**config.mk**
```make
export PLATFORM = sky130hd
export DESIGN_NAME = piso_serializer
export DESIGN_NICKNAME = d
export VERILOG_FILES = /design/src/rtl/serdes_pkg.sv /design/src/rtl/piso_serializer.sv
export SDC_FILE = /design/constraint.sdc
export NUM_CORES = 1
export LEC_CHECK = 0
export ABC_AREA = 1
export CAP_MARGIN = 20
export CORE_UTILIZATION = 35
export DETAILED_ROUTE_END_ITERATION = 16
export GPL_ROUTABILITY_DRIVEN = 1
export PLACE_DENSITY = 0.71
export SETUP_SLACK_MARGIN = 0.15
export SYNTH_ARGS = -nofsm -noshare
export SYNTH_HDL_FRONTEND = slang
export SYNTH_SLANG_ARGS = --single-unit
export TNS_END_PERCENT = 30
```
**constraint.sdc**
```tcl
create_clock -name CLK -period 2.2 [get_ports CLK]
set_clock_uncertainty 0.2 [all_clocks]
set_input_delay 0.44 -clock CLK [delete_from_list [all_inputs] [get_ports CLK]]
set_output_delay 0.44 -clock CLK [all_outputs]
set_load 0.03 [all_outputs]
```
**src/rtl/serdes_pkg.sv**
```systemverilog
// Constants shared by the serial transmitter and the matching bidirectional receiver.
package serdes_pkg;

   localparam logic DIR_RIGHT = 1'b1;   // LSB first
   localparam logic DIR_LEFT  = 1'b0;   // MSB first

   typedef enum logic {
      ST_IDLE  = 1'b0,
      ST_SHIFT = 1'b1
   } state_t;

endpackage

```
**src/rtl/piso_serializer.sv**
```systemverilog
// Parallel-in, serial-out transmitter: loads an N-bit word over a valid/ready
// handshake and emits it one bit per shift_en strobe, LSB or MSB first.
module piso_serializer
   import serdes_pkg::*;
#(
   parameter int N = 4
) (
   input  logic         CLK,
   input  logic         RST_N,
   input  logic         load_valid,
   output logic         load_ready,
   input  logic [N-1:0] load_data,
   input  logic         dir,
   input  logic         shift_en,
   output logic         serial_out,
   output logic         serial_valid,
   output logic         frame_done,
   output state_t       state_dbg
);

   localparam int CW = $clog2(N + 1);

   // Handshake: a word transfers on any cycle where load_valid and load_ready
   // are both high; load_ready never depends on load_valid, and the producer
   // must hold load_data/dir stable until that cycle.
   state_t         state;
   logic [CW-1:0]  cnt;
   logic [N-1:0]   shreg;
   logic           dir_q;
   logic           last_bit;
   logic           accept;

   assign last_bit     = (state == ST_SHIFT) && (cnt == CW'(1)) && shift_en;
   assign load_ready   = RST_N && ((state == ST_IDLE) || last_bit);
   assign accept       = load_valid && load_ready;
   assign serial_valid = RST_N && (state == ST_SHIFT);
   assign serial_out   = serial_valid && ((dir_q == DIR_RIGHT) ? shreg[0] : shreg[N-1]);
   assign state_dbg    = state;

   always_ff @(posedge CLK) begin
      if (!RST_N) begin
         state      <= ST_IDLE;
         cnt        <= '0;
         dir_q      <= DIR_LEFT;
         frame_done <= 1'b0;
      end else begin
         frame_done <= last_bit;
         if (accept) begin
            // Also covers the back-to-back reload on the old frame's last bit.
            state <= ST_SHIFT;
            cnt   <= CW'(N);
            dir_q <= dir;
         end else if ((state == ST_SHIFT) && shift_en) begin
            cnt <= cnt - CW'(1);
            if (cnt == CW'(1))
               state <= ST_IDLE;
         end
      end
   end

   always_ff @(posedge CLK) begin
      if (!RST_N) begin
         shreg <= '0;
      end else if (accept) begin
         shreg <= load_data;
      end else if ((state == ST_SHIFT) && shift_en) begin
         if (dir_q == DIR_RIGHT)
            shreg <= {1'b0, shreg[N-1:1]};
         else
            shreg <= {shreg[N-2:0], 1'b0};
      end
   end

endmodule

```
==> metrics.md, run 1 <==
| Metric | Value |
|---|---|
| Fmax achieved | `498.2 MHz` |
| Top cell type by total area after synthesis | `dfxtp_1` |
| Core area | `1506 um2` |
| Gr usage total | `0.1379` |
| Final TNS setup | `0 ns` |
| Clock insertion delay at the later pin of the skew report | `0.26 ns` |
| Die span in x | `42.33 um` |
| Pwr Total | `0.0004561 W` |
| DR iter-0 viols | `8` |
| Pre-Repair DR Iteration Count | `4` |
| Power share of the clock group | `0.360` |
| RSZ-0062 raised after global routing | `true` |
| Dpl hpwl | `844.8 um` |
| Cell mode on critical path | `inv_1` |
| Setup crit end kind | `primary output` |
| Logic depth of the worst path, buffers included | `7` |
| Cts bufs inserted | `3` |
| Max clock buf depth | `2` |
| Minimum clock period | `2.007 ns` |
| RR Endpoint | `shreg[0]` |
| CP delay by family, top | `buffers and inverters` |
| IO Pins | `14` |
| Crit path from | `cnt[1]` |
| Crit start category | `register` |
| Comb pwr share | `0.192` |
| PD cells | `593.7 nW/um2` |
| Worst Setup EP | `load_ready` |
| Starting Density | `0.3779` |
| Count of cell types in the netlist | `23` |
| Die height | `42.33 um` |
| Synth area leaders | `dfxtp_1, nand3_1, nand2_1, inv_1, a21oi_1` |
| EDFF count, synth | `0` |
| Critical-path cell list | `inv_1 -> ha_1 -> inv_1 -> nor2_8 -> a21boi_1 -> nor2_1 -> buf_4` |
| Mapped Area | `569.3 um2` |
| Via count | `529` |
| Most frequent cell after synthesis | `nand2_1` |
| Register share of total power | `0.448` |
| Synth Flop Type | `dfxtp_1` |
| WP data arrival | `1.37 ns` |
| Yosys reg bits | `10` |
| Internal power | `0.0003327 W` |
| Clk root buf | `clkbuf_4` |
| Die ar. | `1792 um2` |
| Hold Startpoint | `shreg[1]` |
| Syn Nets | `82` |
| # DRC | `0` |
| Area grow syn2layout | `34.95%` |
| Worst rel slew slack | `0.7994` |
| GPL Wtd Cong | `0.7734` |
| Sw power | `0.0001234 W` |
| Hold Crit Class | `register to register` |
| Slew Limit Fails | `0` |
| Area fraction of the dominant cell type after synthesis | `0.3516` |
| Synth top cells by count | `nand2_1, dfxtp_1, inv_1, nand3_1, a21oi_1` |
| R2R setup slack | `0.51 ns` |
| Worst Path Required | `1.56 ns` |
| CTS tree | `yes` |
| Layout cell share with drive strength beyond 1 | `0.2333` |
| Max cap viols | `0` |
| Worst reg2reg startpoint | `cnt[0]` |
| Maximum number of pins on one net before global-route repair | `17` |
| Largest fanout on the critical path | `2` |
| Worst reg-to-reg path cell count | `10` |
| Post-synthesis sequential area ratio | `0.3516` |
| WL final | `1.143 mm` |
| # fillers | `161` |
| Synth async-reset ratio | `0` |
| Number of warnings issued by yosys | `0` |
| FP Rows | `14` |
| Initial antenna violation count | `0` |
| Post-Synthesis Cells | `71` |
| Worst path max stage delay | `0.33 ns` |
| DR vias/cell | `4.991` |
| Clock Sinks | `10` |
| Status | `complete, no violations` |
| Switching part of the total | `0.2706` |
| Remaining antenna violation count | `0` |
| Routed wire per std cell | `10.78 um` |
| Period utilization | `0.9123` |
| Slowest cell on crit path | `dfxtp_1` |
| Final Hold Fails | `0` |
| Syn_area_per_cell | `8.018 um2` |
| WP buf/inv | `3` |
| Nets | `102` |
| GR Overflow Total | `0` |
| Kind of critical path | `register to primary output` |
| Slew @ Worst Pin | `0.3000 ns` |
| Peak VDD IR | `0.0003348 V` |
| Antenna Cells | `0` |
| Clock slew at reported path FFs | `0.07 ns` |
| # setup viols final | `0` |
| Vias in the first global route | `459` |
| Leakage | `0.3743 nW` |
| Port bufs | `13` |
| Global-route wire length before repair | `1.807 mm` |
| # H-tree levels | `1` |
## metal layers
metal | global-route usage | wire length (um) | up-vias
met5 | 0 | 0 | -
met4 | 0.01875 | 0 | 0
met3 | 0.08190 | 71 | 0
met2 | 0.2462 | 587 | 16
met1 | 0.1406 | 484 | 241
li1 | - | - | 272
## through the flow
step / setup slack [ns] / cell area [um2] / utilization / instances / hold slack, ns
2_1_floorplan: 0.1932 / 573.1 / - / 71 / 0.2610
3_3_place_gp: 0.1207 / 726.9 / 0.4826 / 102 / 0.2780
3_5_place_dp: 0.1169 / 726.9 / 0.4826 / 102 / 0.2802
4_1_cts: 0.1222 / 762.0 / 0.5058 / 106 / 0.2901
5_1_grt: 0.09556 / 768.2 / 0.5100 / 106 / 0.3257
6_report: 0.1929 / 768.2 / 0.5100 / 106 / 0.2867
## power groups by stage
| stage | sequential (W) | combinational, W | clock, W |
|---|---|---|---|
| after floorplan | 0.000209 | 0.0000514 | 0 |
| after global placement | 0.000208 | 0.0000868 | 0 |
| after global routing | 0.000206 | 0.0000969 | 0.000180 |
| after CTS | 0.000205 | 0.0000878 | 0.000171 |
| final | 0.000205 | 0.0000875 | 0.000164 |
| after detailed placement | 0.000209 | 0.0000880 | 0 |
## tightest hold or removal path, stage by stage (launching register included)
cell and delay, ns:
dfxtp_1 0.31, nand3_1 0.07, a21oi_1 0.06
## cell usage in the layout, fill, tap and decap left out
cell type	instances
nand2_2	1
inv_1	8
a21oi_2	1
nand2_1	11
nor2_1	3
clkinv_1	1
dfxtp_1	10
buf_6	1
clkdlybuf4s50_1	8
nand3_1	9
dlygate4sd2_1	1
nand3_4	1
nand2_4	2
and3_1	1
xor2_1	1
a21o_1	1
nand4_1	1
o211ai_1	2
ha_1	2
buf_4	5
nor3_1	1
a21boi_1	1
clkbuf_8	1
o21ai_2	3
clkbuf_4	3
o21ai_0	2
dlymetal6s2s_1	1
a21oi_1	5
nor2_8	1
inv_2	1
inv_6	1
## state kept, by name, summed over array words and instances (netlist names)
| register | cells |
|---|---|
| state_dbg | 1 |
| cnt | 3 |
| frame_done | 1 |
| shreg | 4 |
| dir_q | 1 |
## how the worst min path moves through the flow
stage / endpoint / depth (start not counted)
floorplan: shreg[1] / 2
global placement: shreg[1] / 2
detailed placement: shreg[1] / 2
CTS: shreg[1] / 2
global route: shreg[1] / 2
finish: shreg[1] / 2
## logic make-up after synthesis
logic type | Yosys count | synth area share
xor gates and xnor gates | 1 | 0.01539
adders and majority gates | 2 | 0.04395
DFF | 10 | 0.3516
AOI/OAI and AO/OA | 15 | 0.1692
and+or+nand+nor | 31 | 0.3187
buffers and inverters | 12 | 0.1011
## layout make-up
cell class	count	area [um2]	share of cell area
inverter	11	46.29	0.06026
tap	16	20.02	0.02606
timing repair buffer	16	150.1	0.1954
sequential	10	200.2	0.2606
clock buffer	4	36.28	0.04723
multi-input combinational	49	315.3	0.4104
## repair_timing
| action | 4_1_cts | 5_1_grt |
|---|---|---|
| resized for setup | 1 | 4 |
| buffers inserted | 0 | 0 |
| hold buffers | 0 | 0 |
| endpoints found under the setup margin | 3 | 2 |
No activity file was read; power rests on OpenSTA's default activity.
==> run 2: changes to the inputs <==
CORE_MARGIN = 2   (was not set)
RECOVER_POWER = 50   (was not set)
==> metrics.md, run 2 (synthesis gave the netlist of run 1 again) <==
| Metric | Value |
|---|---|
| # DRC | `0 (unchanged)` |
| Hold path depth | `2 (unchanged)` |
| Placed cells | `102 (unchanged)` |
| # fillers | `155 (-3.7%)` |
| Via count | `521 (-1.5%)` |
| Port bufs | `13 (unchanged)` |
| Cts bufs inserted | `3 (unchanged)` |
| Hold Path End | `shreg[1]` |
| Largest fanout on the critical path | `2 (unchanged)` |
| Initial antenna violation count | `0 (unchanged)` |
| IO Pins | `14 (unchanged)` |
| Global-route wire length before repair | `1.883 mm (+4.2%)` |
| # H-tree levels | `1 (unchanged)` |
| Dpl hpwl | `824.8 um (-2.4%)` |
| RSZ-0062 raised after global routing | `true` |
| Worst reg-to-reg path cell count | `10 (unchanged)` |
| Most frequent cells in the layout | `nand2_1, dfxtp_1, nand3_1` |
| Top Registers | `shreg (4), cnt (3)` |
| Remaining antenna violation count | `0 (unchanged)` |
| Setup crit end kind | `primary output` |
| Leakage | `0.3501 nW (-6.5%)` |
| Hold Startpoint | `shreg[1]` |
| Slew @ Worst Pin | `0.3819 ns (+0.08191 ns)` |
| Die height | `44.33 um (+4.7%)` |
| GR Overflow Total | `0 (unchanged)` |
| DR iter-0 viols | `10 (+2)` |
| Die span in x | `44.33 um (+4.7%)` |
| DR vias/cell | `4.915 (-1.5%)` |
| Final Hold Fails | `0 (unchanged)` |
| Number of flip-flops in the largest register | `4 (unchanged)` |
| Max clock buf depth | `2 (unchanged)` |
| Worst hold margin | `0.2858 ns (-0.0008520 ns)` |
| PD cells | `613.2 nW/um2 (+3.3%)` |
| Final core utilization | `0.4893 (-0.02064)` |
| Nets | `102 (unchanged)` |
| Top reg by flops | `shreg` |
| Worst rel slew slack | `0.7465 (-0.05289)` |
| Minimum clock period | `2.023 ns (+0.01561 ns)` |
| Core area | `1524 um2 (+1.2%)` |
| WP data arrival | `1.38 ns (about the same)` |
| Most common cell after layout, fill and taps aside | `nand2_1` |
| Clock Sinks | `10 (unchanged)` |
| Vias in the first global route | `473 (+3.1%)` |
| Period utilization | `0.9194 (+0.007095)` |
| CTS tree | `yes` |
| R2R setup slack | `0.55 ns (+0.04 ns)` |
| Layout cell share with drive strength beyond 1 | `0.2000 (-0.03333)` |
| Clock insertion delay at the later pin of the skew report | `0.27 ns (about the same)` |
| Fmax achieved | `494.4 MHz (-0.77%)` |
| Post-DP Area | `726.9 um2 (unchanged)` |
| Gr usage total | `0.1369 (-0.0009604)` |
| Die ar. | `1965 um2 (+9.7%)` |
| Maximum number of pins on one net before global-route repair | `17 (unchanged)` |
| Clk root buf | `clkbuf_4` |
| Peak VDD IR | `0.0003977 V (+19%)` |
| Kind of critical path | `input pin to primary output` |
| Clock slew at reported path FFs | `0.07 ns (about the same)` |
| Crit start category | `input pin` |
| Pre-Repair DR Iteration Count | `4 (unchanged)` |
| FP Rows | `14 (unchanged)` |
| RR Endpoint | `shreg[0]` |
| Crit path from | `shift_en` |
| Antenna Cells | `0 (unchanged)` |
| Hold Crit Class | `register to register` |
| Area grow syn2layout | `30.99%` |
| # setup viols final | `0 (unchanged)` |
| Starting Density | `0.3736 (-0.004344)` |
| Worst reg2reg startpoint | `cnt[0]` |
| Status | `complete, no violations` |
| Final TNS setup | `0 ns (unchanged)` |
| Post-CTS Setup Repair Bufs | `0 (unchanged)` |
| Max cap viols | `0 (unchanged)` |
| Design Area, Final | `745.7 um2 (-2.9%)` |
| Slew Limit Fails | `0 (unchanged)` |
| WL final | `1.107 mm (-3.1%)` |
| GPL Wtd Cong | `0.7920 (+2.4%)` |
| Routed wire per std cell | `10.44 um (-3.1%)` |
| Worst Path Required | `1.56 ns (about the same)` |
| Finished Layout Cells | `106 (unchanged)` |
run 2: cell types whose count changed in the layout (fill, tap and decap cells not counted), sizes merged:
cell           change
buf                -1
clkbuf             +2
clkdlybuf4s50      -1
dlygate4sd3        +1
dlymetal6s2s       -1
run 2: layout make-up:
cell class	count	area (um2)	share of cell area
repair buffers	16	137.6	0.1846
well taps	16	20.02	0.02685
flip-flops and latches	10	200.2	0.2685
inverters	11	46.29	0.06208
multi-input cells	49	305.3	0.4094
clock buffers	4	36.28	0.04866
run 2: worst max-delay path: stages:
cell and delay (ns):
dlygate4sd3_1 0.55, a21boi_0 0.17, nor2_1 0.06, buf_4 0.16
run 2: worst max path at each step:
stage	end	slack (ns)	depth (start not counted)
floorplan	serial_out	0.19	4
global placement	serial_out	0.12	6
detailed placement	serial_out	0.12	6
CTS	state_dbg	0.13	1
global route	load_ready	0.10	7
finish	load_ready	0.18	4
run 2: metrics by stage:
step	power [W]	setup WS (ns)
after floorplan	0.0002607	0.1932
after global placement	0.0002949	0.1195
after detailed placement	0.0002958	0.1212
after CTS	0.0004676	0.1309
after global routing	0.0004840	0.1048
final	0.0004573	0.1773
run 2: metal layers:
layer	track usage	part of all wire
met1	0.1407	0.48
met4	0.07273	0.021
met3	0.07347	0.070
met2	0.2235	0.43
met5	0	0
run 2: where the power goes:
group          internal [W]  leakage (nW)  switching, W
clock network      0.000101        0.0210     0.0000701
registers          0.000192        0.0820     0.0000108
logic             0.0000369         0.247     0.0000465
run 2: timing repair:
action / 4_1_cts / 5_1_grt
pin swaps: 0 / 0
hold buffers: 0 / 0
endpoints found under the setup margin: 3 / 2
gates resized for setup: 2 / 2
==> run 3: changes to the inputs <==
CORE_MARGIN = 5   (was 2)
PLACE_DENSITY = 0.73   (was 0.71)
SLEW_MARGIN = 30   (was not set)
clock period = 1.8 ns   (was 2.2 ns; I/O delays follow)
==> metrics.md, run 3 (synthesis gave the netlist of run 1 again) <==
| Metric | Value |
|---|---|
| Internal power | `0.0004151 W (+26%)` |
| Hold Path End | `shreg[1]` |
| Final TNS setup | `-0.01147 ns (-0.01147 ns)` |
| Port bufs | `13 (unchanged)` |
| R2R setup slack | `0.27 ns (-0.28 ns)` |
| IO Pins | `14 (unchanged)` |
| Slew @ Worst Pin | `0.3034 ns (-0.07850 ns)` |
| Fmax achieved | `552.0 MHz` |
| Status | `finished, violations left` |
| Maximum number of pins on one net before global-route repair | `17 (unchanged)` |
| DR vias/cell | `4.964 (+1.0%)` |
| Leakage | `0.4017 nW (+15%)` |
| GPL Wtd Cong | `0.8009 (+1.1%)` |
| # fillers | `144 (-7.1%)` |
| Area grow syn2layout | `49.45%` |
| Core area | `1524 um2 (unchanged)` |
| Initial antenna violation count | `0 (unchanged)` |
| WP data arrival | `1.25 ns (-0.13 ns)` |
| # hold bufs at CTS | `0 (unchanged)` |
| DR iter-0 viols | `11 (+1)` |
| Register share of total power | `0.439 (-0.005)` |
| Most frequent cells in the layout | `nand2_1, nand3_1, buf_4` |
| Worst rel slew slack | `0.7985 (+0.05204)` |
| Crit start category | `register` |
| GR Overflow Total | `0 (unchanged)` |
| Hold Crit Class | `register to register` |
| Remaining antenna violation count | `0 (unchanged)` |
| Period utilization | `1.006` |
| Clock Sinks | `10 (unchanged)` |
| Gr usage total | `0.09596 (-0.04098)` |
| Worst reg-to-reg path cell count | `9 (-1)` |
| Clock insertion delay at the later pin of the skew report | `0.27 ns (about the same)` |
| RR Endpoint | `shreg[2]` |
| Hold Startpoint | `shreg[1]` |
| Antenna Cells | `0 (unchanged)` |
| PD cells | `671.2 nW/um2 (+9.5%)` |
| Number of flip-flops in the largest register | `4 (unchanged)` |
| # H-tree levels | `1 (unchanged)` |
| Die ar. | `2533 um2 (+29%)` |
| RSZ-0062 raised after global routing | `true` |
| Setup crit end kind | `primary output` |
| FP Rows | `14 (unchanged)` |
| Max cap viols | `0 (unchanged)` |
| Clk root buf | `clkbuf_4` |
| Met1 Use GR | `0.1111 (-0.02959)` |
| Sw power | `0.0001560 W (+22%)` |
| CTS tree | `yes` |
| Via count | `556 (+6.7%)` |
| Starting Density | `0.3736 (unchanged)` |
| Finished Layout Cells | `112 (+5.7%)` |
| Slew Limit Fails | `0 (unchanged)` |
| Final Hold Fails | `0 (unchanged)` |
| Routing usage on met3 | `0.03846 (-0.03501)` |
| GRT busiest layer | `met2` |
| Most common cell after layout, fill and taps aside | `nand2_1` |
| Kind of critical path | `register to primary output` |
| Clock slew at reported path FFs | `0.07 ns (about the same)` |
| Largest fanout on the critical path | `2 (unchanged)` |
| # setup viols final | `1 (+1)` |
| Top reg by flops | `shreg` |
| Vias in the first global route | `459 (-3.0%)` |
| # DRC | `0 (unchanged)` |
| Global-route wire length before repair | `1.883 mm (unchanged)` |
| Worst reg2reg startpoint | `cnt[1]` |
| Pre-Repair DR Iteration Count | `4 (unchanged)` |
| Layout cell share with drive strength beyond 1 | `0.3854 (+0.1854)` |
| Worst Path Required | `1.24 ns (-0.32 ns)` |
| Power share of the clock group | `0.347 (-0.027)` |
| Nets | `108 (+5.9%)` |
| Cts bufs inserted | `3 (unchanged)` |
| Hold path depth | `2 (unchanged)` |
| WL final | `1.271 mm (+15%)` |
| Place WS | `-0.1318 ns (-0.2530 ns)` |
| Minimum clock period | `1.811 ns` |
| Setup ws final | `-0.01147 ns (-0.1888 ns)` |
| Top Registers | `shreg (4), cnt (3)` |
| Die span in x | `50.33 um (+14%)` |
| Max clock buf depth | `2 (unchanged)` |
| M2 GR Usage | `0.1569 (-0.06663)` |
| Pwr Total | `0.0005711 W (+25%)` |
| Placed cells | `105 (+2.9%)` |
| Die height | `50.33 um (+14%)` |
| Switching part of the total | `0.2731 (-0.005664)` |
| Peak VDD IR | `0.0005479 V (+38%)` |
| Routed wire per std cell | `11.35 um (+8.7%)` |
| Failing checks | `negative setup slack` |
| Dpl hpwl | `905 um (+9.7%)` |
| Comb pwr share | `0.214 (+0.031)` |
[run 3: cell count changes in the layout (fill, tap and decap cells not counted), moves of 2 or more]
| cell | change |
|---|---|
| clkbuf_1 | -2 |
| nand2_1 | -3 |
| buf_4 | +5 |
| inv_1 | -2 |
| dlygate4sd2_1 | +2 |
| dfxtp_1 | -3 |
| nand2_2 | +2 |
| dfxtp_4 | +2 |
[run 3: final cells by class]
class / count / area, um2 / share of cell area
Multi-Input combinational cell: 50 / 350.3 / 0.4118
Sequential cell: 10 / 209.0 / 0.2456
Timing Repair Buffer: 21 / 186.4 / 0.2191
Inverter: 11 / 48.80 / 0.05735
Clock buffer: 4 / 36.28 / 0.04265
Tap cell: 16 / 20.02 / 0.02353
[run 3: power groups by stage]
stage / Clock, W / Combinational [W] / Sequential, W
floorplan: 0 / 0.0000640 / 0.000256
global placement: 0 / 0.000111 / 0.000255
detailed placement: 0 / 0.000112 / 0.000255
CTS: 0.000209 / 0.000113 / 0.000250
global route: 0.000221 / 0.000135 / 0.000253
finish: 0.000198 / 0.000122 / 0.000251
[run 3: repair_timing]
| action | in CTS | in global routing |
|---|---|---|
| gates resized for setup | 12 | 9 |
| buffers inserted | 0 | 2 |
| gates cloned | 0 | 1 |
| endpoints found under the setup margin | 5 | 9 |
| pin swaps | 0 | 3 |
[run 3: worst max path at each step]
stage | startpoint | to | cells past startpoint
5_1_grt | cnt[1] | load_ready | 7
3_5_place_dp | RST_N | serial_out | 6
3_3_place_gp | RST_N | serial_out | 6
4_1_cts | cnt[1] | load_ready | 7
6_report | cnt[1] | load_ready | 7
2_1_floorplan | state_dbg | serial_out | 4
[run 3: metal layers]
metal / vias to the layer above / wire length, um / part of all wire
li1: 291 / - / -
met1: 247 / 535 / 0.42
met2: 16 / 650 / 0.51
met3: 2 / 74 / 0.058
met4: 0 / 10 / 0.0079
met5: - / 0 / 0
[run 3: worst max-delay path, cell delays in order, from the launching register on]
cell	delay (ns)
dfxtp_2	0.32
inv_2	0.07
ha_4	0.13
inv_4	0.04
nor2_8	0.11
a21boi_2	0.07
nor2_2	0.11
buf_6	0.13
[run 3: metrics by stage]
step	utilization	cell area, um2	hold WS [ns]
after detailed placement	0.4943	753.2	0.2800
after global routing	0.5583	850.8	0.3392
after CTS	0.5255	800.8	0.2895
after floorplan	-	576.8	0.2576
after global placement	0.4943	753.2	0.2756
final	0.5583	850.8	0.2890
